## src/rtl/config_loader_pkg.sv

```systemverilog
// Shared types and header field layout for the configuration frame loader.
package config_loader_pkg;

  typedef enum logic [2:0] {
    IDLE      = 3'd0,
    WAIT_DATA = 3'd1,
    SETUP     = 3'd2,
    STROBE    = 3'd3,
    HOLD      = 3'd4
  } state_e;

  localparam int unsigned WORD_W   = 32;
  localparam int unsigned HDR_FLAG = 31;
  localparam int unsigned BURST_HI = 29;
  localparam int unsigned BURST_LO = 24;
  localparam int unsigned COL_HI   = 15;
  localparam int unsigned COL_LO   = 8;
  localparam int unsigned FRM_HI   = 7;
  localparam int unsigned FRM_LO   = 0;

  localparam int unsigned COL_W    = COL_HI - COL_LO + 1;
  localparam int unsigned FRM_W    = FRM_HI - FRM_LO + 1;
  localparam int unsigned BURST_W  = BURST_HI - BURST_LO + 1;

endpackage

```

## src/rtl/config_frame_loader_if.sv

```systemverilog
// Config word stream (valid/ready) between the bitstream front end and the loader.
interface config_frame_loader_if;
  import config_loader_pkg::*;

  logic [WORD_W-1:0] s_data;
  logic              s_valid;
  logic              s_ready;

  modport master (output s_data, output s_valid, input  s_ready);
  modport slave  (input  s_data, input  s_valid, output s_ready);
endinterface

```

## src/rtl/config_frame_loader_strobe_dec.sv

```systemverilog
// One-hot latch-enable decoder: line col*FRAMES_PER_COL+frame, all zero when disabled.
module frame_strobe_decoder #(
  parameter int unsigned NUM_COLUMNS    = 16,
  parameter int unsigned FRAMES_PER_COL = 20
) (
  input  logic [7:0]                              col_i,
  input  logic [7:0]                              frame_i,
  input  logic                                    en_i,
  output logic [NUM_COLUMNS*FRAMES_PER_COL-1:0]   onehot_c
);

  localparam int unsigned NUM_STROBES = NUM_COLUMNS * FRAMES_PER_COL;

  logic [31:0] idx_c;

  assign idx_c = 32'(col_i) * 32'(FRAMES_PER_COL) + 32'(frame_i);

  for (genvar g = 0; g < NUM_STROBES; g++) begin : g_dec
    assign onehot_c[g] = en_i && (idx_c == 32'(g));
  end

endmodule

```

## src/rtl/config_frame_loader.sv

```systemverilog
// Config frame loader: header/data word pairs become setup/strobe/hold writes into latch columns.
// Build option CONFIG_FRAME_LOADER_BURST_EN enables multi-frame bursts from header bits 29:24.
module config_frame_loader
  import config_loader_pkg::*;
#(
  parameter int unsigned FRAME_BITS     = 32,
  parameter int unsigned NUM_COLUMNS    = 16,
  parameter int unsigned FRAMES_PER_COL = 20,
  parameter int unsigned STROBE_CYCLES  = 2
) (
  input  logic                                   CLK,
  input  logic                                   RST,
  config_frame_loader_if.slave                   s,
  input  logic                                   err_clr,
  output logic [FRAME_BITS-1:0]                  FrameData,
  output logic [NUM_COLUMNS*FRAMES_PER_COL-1:0]  FrameStrobe,
  output logic                                   busy,
  output logic                                   err
);

  localparam int unsigned NUM_STROBES = NUM_COLUMNS * FRAMES_PER_COL;
  localparam int unsigned CNT_W       = (STROBE_CYCLES > 1) ? $clog2(STROBE_CYCLES) : 1;

  state_e                  state_q, state_d;
  logic [COL_W-1:0]        col_q, col_d;
  logic [FRM_W-1:0]        frm_q, frm_d;
  logic [FRAME_BITS-1:0]   data_q, data_d;
  logic [CNT_W-1:0]        cnt_q, cnt_d;
  logic                    err_q, err_d;
  logic [NUM_STROBES-1:0]  strobe_q, strobe_c;
`ifdef CONFIG_FRAME_LOADER_BURST_EN
  logic [BURST_W-1:0]      left_q, left_d;
`endif

  logic                    ready_c;
  logic                    accept_c;
  logic                    hdr_ok_c;
  logic                    err_set_c;
  logic                    strobe_en_c;
  logic [COL_W-1:0]        hdr_col_c;
  logic [FRM_W-1:0]        hdr_frm_c;

  assign ready_c   = (state_q == IDLE) || (state_q == WAIT_DATA);
  assign accept_c  = s.s_valid && ready_c;
  assign hdr_col_c = s.s_data[COL_HI:COL_LO];
  assign hdr_frm_c = s.s_data[FRM_HI:FRM_LO];
  assign hdr_ok_c  = s.s_data[HDR_FLAG]
                  && ({1'b0, hdr_col_c} < 9'(NUM_COLUMNS))
                  && ({1'b0, hdr_frm_c} < 9'(FRAMES_PER_COL));

  // Next state, write sequencing and error detection.
  always_comb begin
    state_d   = state_q;
    col_d     = col_q;
    frm_d     = frm_q;
    data_d    = data_q;
    cnt_d     = cnt_q;
    err_set_c = 1'b0;
`ifdef CONFIG_FRAME_LOADER_BURST_EN
    left_d    = left_q;
`endif

    unique case (state_q)
      IDLE: begin
        if (accept_c) begin
          if (hdr_ok_c) begin
            col_d   = hdr_col_c;
            frm_d   = hdr_frm_c;
`ifdef CONFIG_FRAME_LOADER_BURST_EN
            left_d  = s.s_data[BURST_HI:BURST_LO];
`endif
            state_d = WAIT_DATA;
          end else begin
            err_set_c = 1'b1;
          end
        end
      end
      WAIT_DATA: begin
        if (accept_c) begin
          data_d  = FRAME_BITS'(s.s_data);
          state_d = SETUP;
        end
      end
      SETUP: begin
        cnt_d   = '0;
        state_d = STROBE;
      end
      STROBE: begin
        if (cnt_q == CNT_W'(STROBE_CYCLES - 1)) begin
          state_d = HOLD;
        end else begin
          cnt_d = cnt_q + 1'b1;
        end
      end
      HOLD: begin
`ifdef CONFIG_FRAME_LOADER_BURST_EN
        if (left_q == '0) begin
          state_d = IDLE;
        end else begin
          left_d  = left_q - 1'b1;
          state_d = WAIT_DATA;
          if (frm_q == FRM_W'(FRAMES_PER_COL - 1)) begin
            frm_d = '0;
            if (col_q == COL_W'(NUM_COLUMNS - 1)) begin
              err_set_c = 1'b1;
              state_d   = IDLE;
            end else begin
              col_d = col_q + 1'b1;
            end
          end else begin
            frm_d = frm_q + 1'b1;
          end
        end
`else
        state_d = IDLE;
`endif
      end
      default: state_d = IDLE;
    endcase

    err_d       = err_set_c | (err_q & ~err_clr);
    strobe_en_c = (state_d == STROBE);
  end

  frame_strobe_decoder #(
    .NUM_COLUMNS    (NUM_COLUMNS),
    .FRAMES_PER_COL (FRAMES_PER_COL)
  ) u_dec (
    .col_i    (col_d),
    .frame_i  (frm_d),
    .en_i     (strobe_en_c),
    .onehot_c (strobe_c)
  );

  // Strobe is registered so the latch enables never carry decode glitches.
  always_ff @(posedge CLK) begin
    if (RST) begin
      state_q  <= IDLE;
      col_q    <= '0;
      frm_q    <= '0;
      data_q   <= '0;
      cnt_q    <= '0;
      err_q    <= 1'b0;
      strobe_q <= '0;
`ifdef CONFIG_FRAME_LOADER_BURST_EN
      left_q   <= '0;
`endif
    end else begin
      state_q  <= state_d;
      col_q    <= col_d;
      frm_q    <= frm_d;
      data_q   <= data_d;
      cnt_q    <= cnt_d;
      err_q    <= err_d;
      strobe_q <= strobe_c;
`ifdef CONFIG_FRAME_LOADER_BURST_EN
      left_q   <= left_d;
`endif
    end
  end

  assign s.s_ready   = ready_c;
  assign FrameData   = data_q;
  assign FrameStrobe = strobe_q;
  assign busy        = (state_q != IDLE);
  assign err         = err_q;

endmodule
```

## src/flat_wrapper.sv

```systemverilog
// flat-port wrapper written by rule: the top's interface ports become plain ports
module config_frame_loader_flat import config_loader_pkg::*;
#(
  parameter int unsigned FRAME_BITS     = 32,
  parameter int unsigned NUM_COLUMNS    = 16,
  parameter int unsigned FRAMES_PER_COL = 20,
  parameter int unsigned STROBE_CYCLES  = 2
)
  (CLK, RST, err_clr, FrameData, FrameStrobe, busy, err, s_s_data, s_s_valid, s_s_ready);
  config_frame_loader_if s_i ();
  input  logic CLK;
  input  logic RST;
  input  logic err_clr;
  output logic [FRAME_BITS-1:0] FrameData;
  output logic [NUM_COLUMNS*FRAMES_PER_COL-1:0] FrameStrobe;
  output logic busy;
  output logic err;
  input wire logic [$bits(s_i.s_data)-1:0] s_s_data;
  input wire logic [$bits(s_i.s_valid)-1:0] s_s_valid;
  output wire logic [$bits(s_i.s_ready)-1:0] s_s_ready;
  assign s_i.s_data = s_s_data;
  assign s_i.s_valid = s_s_valid;
  assign s_s_ready = s_i.s_ready;
  config_frame_loader #(.FRAME_BITS(FRAME_BITS), .NUM_COLUMNS(NUM_COLUMNS), .FRAMES_PER_COL(FRAMES_PER_COL), .STROBE_CYCLES(STROBE_CYCLES)) u_core (.CLK(CLK), .RST(RST), .s(s_i), .err_clr(err_clr), .FrameData(FrameData), .FrameStrobe(FrameStrobe), .busy(busy), .err(err));
endmodule
```

## config.mk

```make
export PLATFORM = sky130hd
export DESIGN_NAME = config_frame_loader_flat
export DESIGN_NICKNAME = d
export VERILOG_FILES = /design/src/rtl/config_loader_pkg.sv /design/src/rtl/config_frame_loader_if.sv /design/src/rtl/config_frame_loader_strobe_dec.sv /design/src/rtl/config_frame_loader.sv /design/src/flat_wrapper.sv
export SDC_FILE = /design/constraint.sdc
export NUM_CORES = 1
export LEC_CHECK = 0
export CELL_PAD_IN_SITES_DETAIL_PLACEMENT = 1
export CELL_PAD_IN_SITES_GLOBAL_PLACEMENT = 1
export CORE_MARGIN = 4
export CORE_UTILIZATION = 35
export DETAILED_ROUTE_END_ITERATION = 8
export HOLD_SLACK_MARGIN = 0.08
export PLACE_DENSITY = 0.8
export SYNTH_ARGS = -nofsm -noshare
export SYNTH_HDL_FRONTEND = slang
export SYNTH_SLANG_ARGS = --single-unit
```

## constraint.sdc

```tcl
create_clock -name CLK -period 6.5 [get_ports CLK]
set_input_delay 0.65 -clock CLK [delete_from_list [all_inputs] [get_ports CLK]]
set_output_delay 0.65 -clock CLK [all_outputs]
set_load 0.01 [all_outputs]
```

==> results.sh <==
export IMPL_path_class="in -> reg"
export IMPL_io_pins=391
export IMPL_crit_required_ps=6930
export IMPL_die_w_um=198
export IMPL_ys_seq_area_share_pct=59.3
export IMPL_fin_cells=2063
export IMPL_fin_crit_sh_pct=91.3
export IMPL_fin_worst_skew_ps=28.5
export IMPL_cp_slowest_cell="a221oi_4"
export IMPL_crit_path_cell_trace="clkdlybuf4s50_1, nor4b_2, and4_1, nand2_1, nand2_1, ha_1, ha_1, inv_1, fa_1, inv_1, ha_1, buf_4, and2_1, a221oi_1, buf_4, o211ai_4, a221oi_4, nand2_1, nor4_1"
export IMPL_cts_resized=0
export IMPL_synthCells=1221
export IMPL_rsz0062_at_grt="false"
export IMPL_antenna_found_initial=0
export IMPL_synth_ff_type="dfxtp_1"
export IMPL_worst_slew_pin_slew_ps=1020
export IMPL_critPathTopFamily="simple AND/OR/NAND/NOR gates"
export IMPL_drt_iter0_drc=681
export IMPL_avgSynthCellArea_um2=10.3
export IMPL_final_max_slew_viol_count=0
export IMPL_peakVddDrop_mv=0.199
export IMPL_endpoint_kind="flop"
export IMPL_clock_root_buffer="clkbuf_16"
export IMPL_clk_path_buf_depth=3
export IMPL_fmax_ghz=0.169
export IMPL_synthArstFlopShare_pct=0
export IMPL_yosys_area_top_type="dfxtp_1"
export IMPL_gp_congestion=0.866
export IMPL_routed_wl_um=49000
export IMPL_synth_edf_count=0
export IMPL_clock_latency_ps=570
export IMPL_dr_pass1_iters=5
export IMPL_finalHoldViolCount=0
export IMPL_grt_max_degree=120
export IMPL_total_power_w=0.00453
export IMPL_synth_warnings=0
export IMPL_clkSlewWorstSetupHoldPaths_ps=60
export IMPL_tns_ps=0
export IMPL_final_util_pct=51.2
export IMPL_numCtsBuffers=39
export IMPL_holdBufCountCts=0
export IMPL_vias_per_cell=5.51
export IMPL_fillCellCount=3826
export IMPL_place_inst=1993
export IMPL_synthTopCellsByArea="dfxtp_1 59%, nor4_1 15%, nand2_1 4.7%, nor4_2 2.5%, buf_2 2.1%"
export IMPL_status="completed"
export IMPL_final_nets=1629
export IMPL_cap_violations=0
export IMPL_powerDensity_nw_per_um2=249
export IMPL_finalSetupViolCount=0
export IMPL_arrival_ps=6360
export IMPL_design_core_area_um2=35600
export IMPL_wl_per_cell_um=23.8
export IMPL_ctsHtreeMaxLevel=2
export IMPL_final_antenna_net_count=0
export IMPL_cts_sink_count=373
export IMPL_cp_max_fo=15
export IMPL_drive_gt1_share_pct=9.86
export IMPL_dr_total_vias=11400
export IMPL_critical_path_buf_inv_count=5
export IMPL_relSlewSlack_pct=31.9
export IMPL_grt_pass1_wl_um=73300
export IMPL_diodes=0
export IMPL_grt_pass1_vias=11700
export IMPL_overflow=0
export IMPL_start_kind="primary input"
export IMPL_die_h_um=198
export IMPL_start_util_pct=35.4
export IMPL_synth_top_area_share_pct=59.3
export IMPL_hpwlAfterDp_um=33400
export IMPL_numPortBuffers=390
export IMPL_syn_nets=1277
export IMPL_multiInputGateArea_um2=4580
export IMPL_die_area_um2=39100
export IMPL_period_needed_ps=5930
export IMPL_netlist_area_um2=12600
export IMPL_cts_setup_buffers=0
export IMPL_post_synth_num_cell_types=62
export IMPL_area_growth_pct=44.5
export IMPL_ys_ff_latch=373
export IMPL_row_count=69
export IMPL_track_usage_pct=24.0
export IMPL_worstHoldPathType="reg -> reg"
export IMPL_ff_latch_area_um2=7470
export IMPL_tritoncts="done"
export IMPL_drc=0
export IMPL_power_leakage_nw=6.09
export IMPL_cp_slowest_stage_delay_ps=680
-- kinds of logic (layout without fill, tap and decap cells) --
family | count (synthesis) | in the layout | synth area share [%]
AOI/OAI and AO/OA | 99 | 99 | 6.16
xor gates and xnor gates | 5 | 5 | 0.348
adders and majority gates | 20 | 20 | 2.11
buffers and inverters | 135 | 516 | 4.82
DFF | 373 | 373 | 59.3
muxes | 7 | 7 | 0.556
and+or+nand+nor | 582 | 582 | 26.7
-- report_power, final --
group | total (W) | switching [W] | internal [W]
sequential | 0.00229 | 0.000000360 | 0.00229
clock | 0.00220 | 0.000949 | 0.00125
combinational | 0.0000432 | 0.0000202 | 0.0000231
-- cells in the final DEF (no fill, tap or decap), drive strengths merged, types with 7 or more instances in the layout --
cell / n
buf: 44
nand2: 160
nand3: 18
ha: 18
nor2: 21
dfxtp: 373
clkdlybuf4s50: 389
clkbuf: 54
nor4: 322
inv: 16
clkinv: 10
mux2i: 7
nand2b: 11
and2: 10
nor2b: 18
a21oi: 50
a21o: 7
-- through the flow --
step	setup slack [ps]	instance area, um2	hold WS, ps
3_3_place_gp	390	16900	441
2_1_floorplan	1220	12600	440
6_report	568	18200	454
5_1_grt	137	18200	474
4_1_cts	630	18200	455
3_5_place_dp	62.6	16900	448
-- worst paths after layout --
check / depth (start not counted) / slack [ps] / start / end
max: 19 / 570 / s_s_data[5] / u_core.FrameStrobe[140]$_SDFF_PP0_
min: 2 / 450 / u_core.FrameData[7]$_SDFFE_PP0P_ / u_core.FrameData[7]$_SDFFE_PP0P_
max reg2reg: 18 / 810 / u_core.state_q[1]$_SDFF_PP0_ / u_core.FrameStrobe[140]$_SDFF_PP0_
min reg2reg: 2 / 450 / u_core.FrameData[7]$_SDFFE_PP0P_ / u_core.FrameData[7]$_SDFFE_PP0P_
-- worst min-delay path: cells and delay by family, from the launching register on --
family             cells  cell delay, ps
and+or+nand+nor        1              50
DFF                    1             310
AOI/OAI and AO/OA      1              50
-- metal layers --
layer | routed length [um] | up-vias | part of all wire [%] | track usage (%)
met4 | 2090 | 0 | 4.3 | 10.1
li1 | - | 5190 | - | -
met3 | 3840 | 103 | 7.8 | 6.57
met1 | 19300 | 5581 | 39 | 28.7
met5 | 0 | - | 0 | 0
met2 | 23800 | 492 | 48 | 40.7
-- state kept, by name (all words and copies together), names as in the netlist --
name                count
u_core.cnt_q            1
u_core.FrameData       32
u_core.err              1
u_core.state_q          3
u_core.col_q            8
u_core.frm_q            8
u_core.FrameStrobe    320
-- Yosys cell counts (all sizes together) (2+ instances only) --
master / count
a211oi: 6
a21o: 7
a21oi: 50
a221o: 2
a221oi: 5
and2: 10
buf: 59
clkbuf: 63
dfxtp: 373
fa: 2
ha: 18
inv: 13
mux2i: 7
nand2: 160
nand2b: 11
nand3: 18
nand3b: 2
nand4: 2
nor2: 21
nor2b: 18
nor3: 4
nor4: 322
nor4b: 2
o2111ai: 2
o211ai: 4
o21ai: 6
o22ai: 2
o2bb2ai: 2
o41ai: 2
or3: 6
xnor2: 4
-- layout make-up --
type | count | share of cell area [%]
clock buffers | 54 | 5.89
clock inverters | 16 | 1.01
inverters | 13 | 0.268
multi-input cells | 713 | 25.2
flip-flops and latches | 373 | 41.0
well taps | 461 | 3.17
repair buffers | 433 | 23.5
Power figures use the tool's default switching activity.
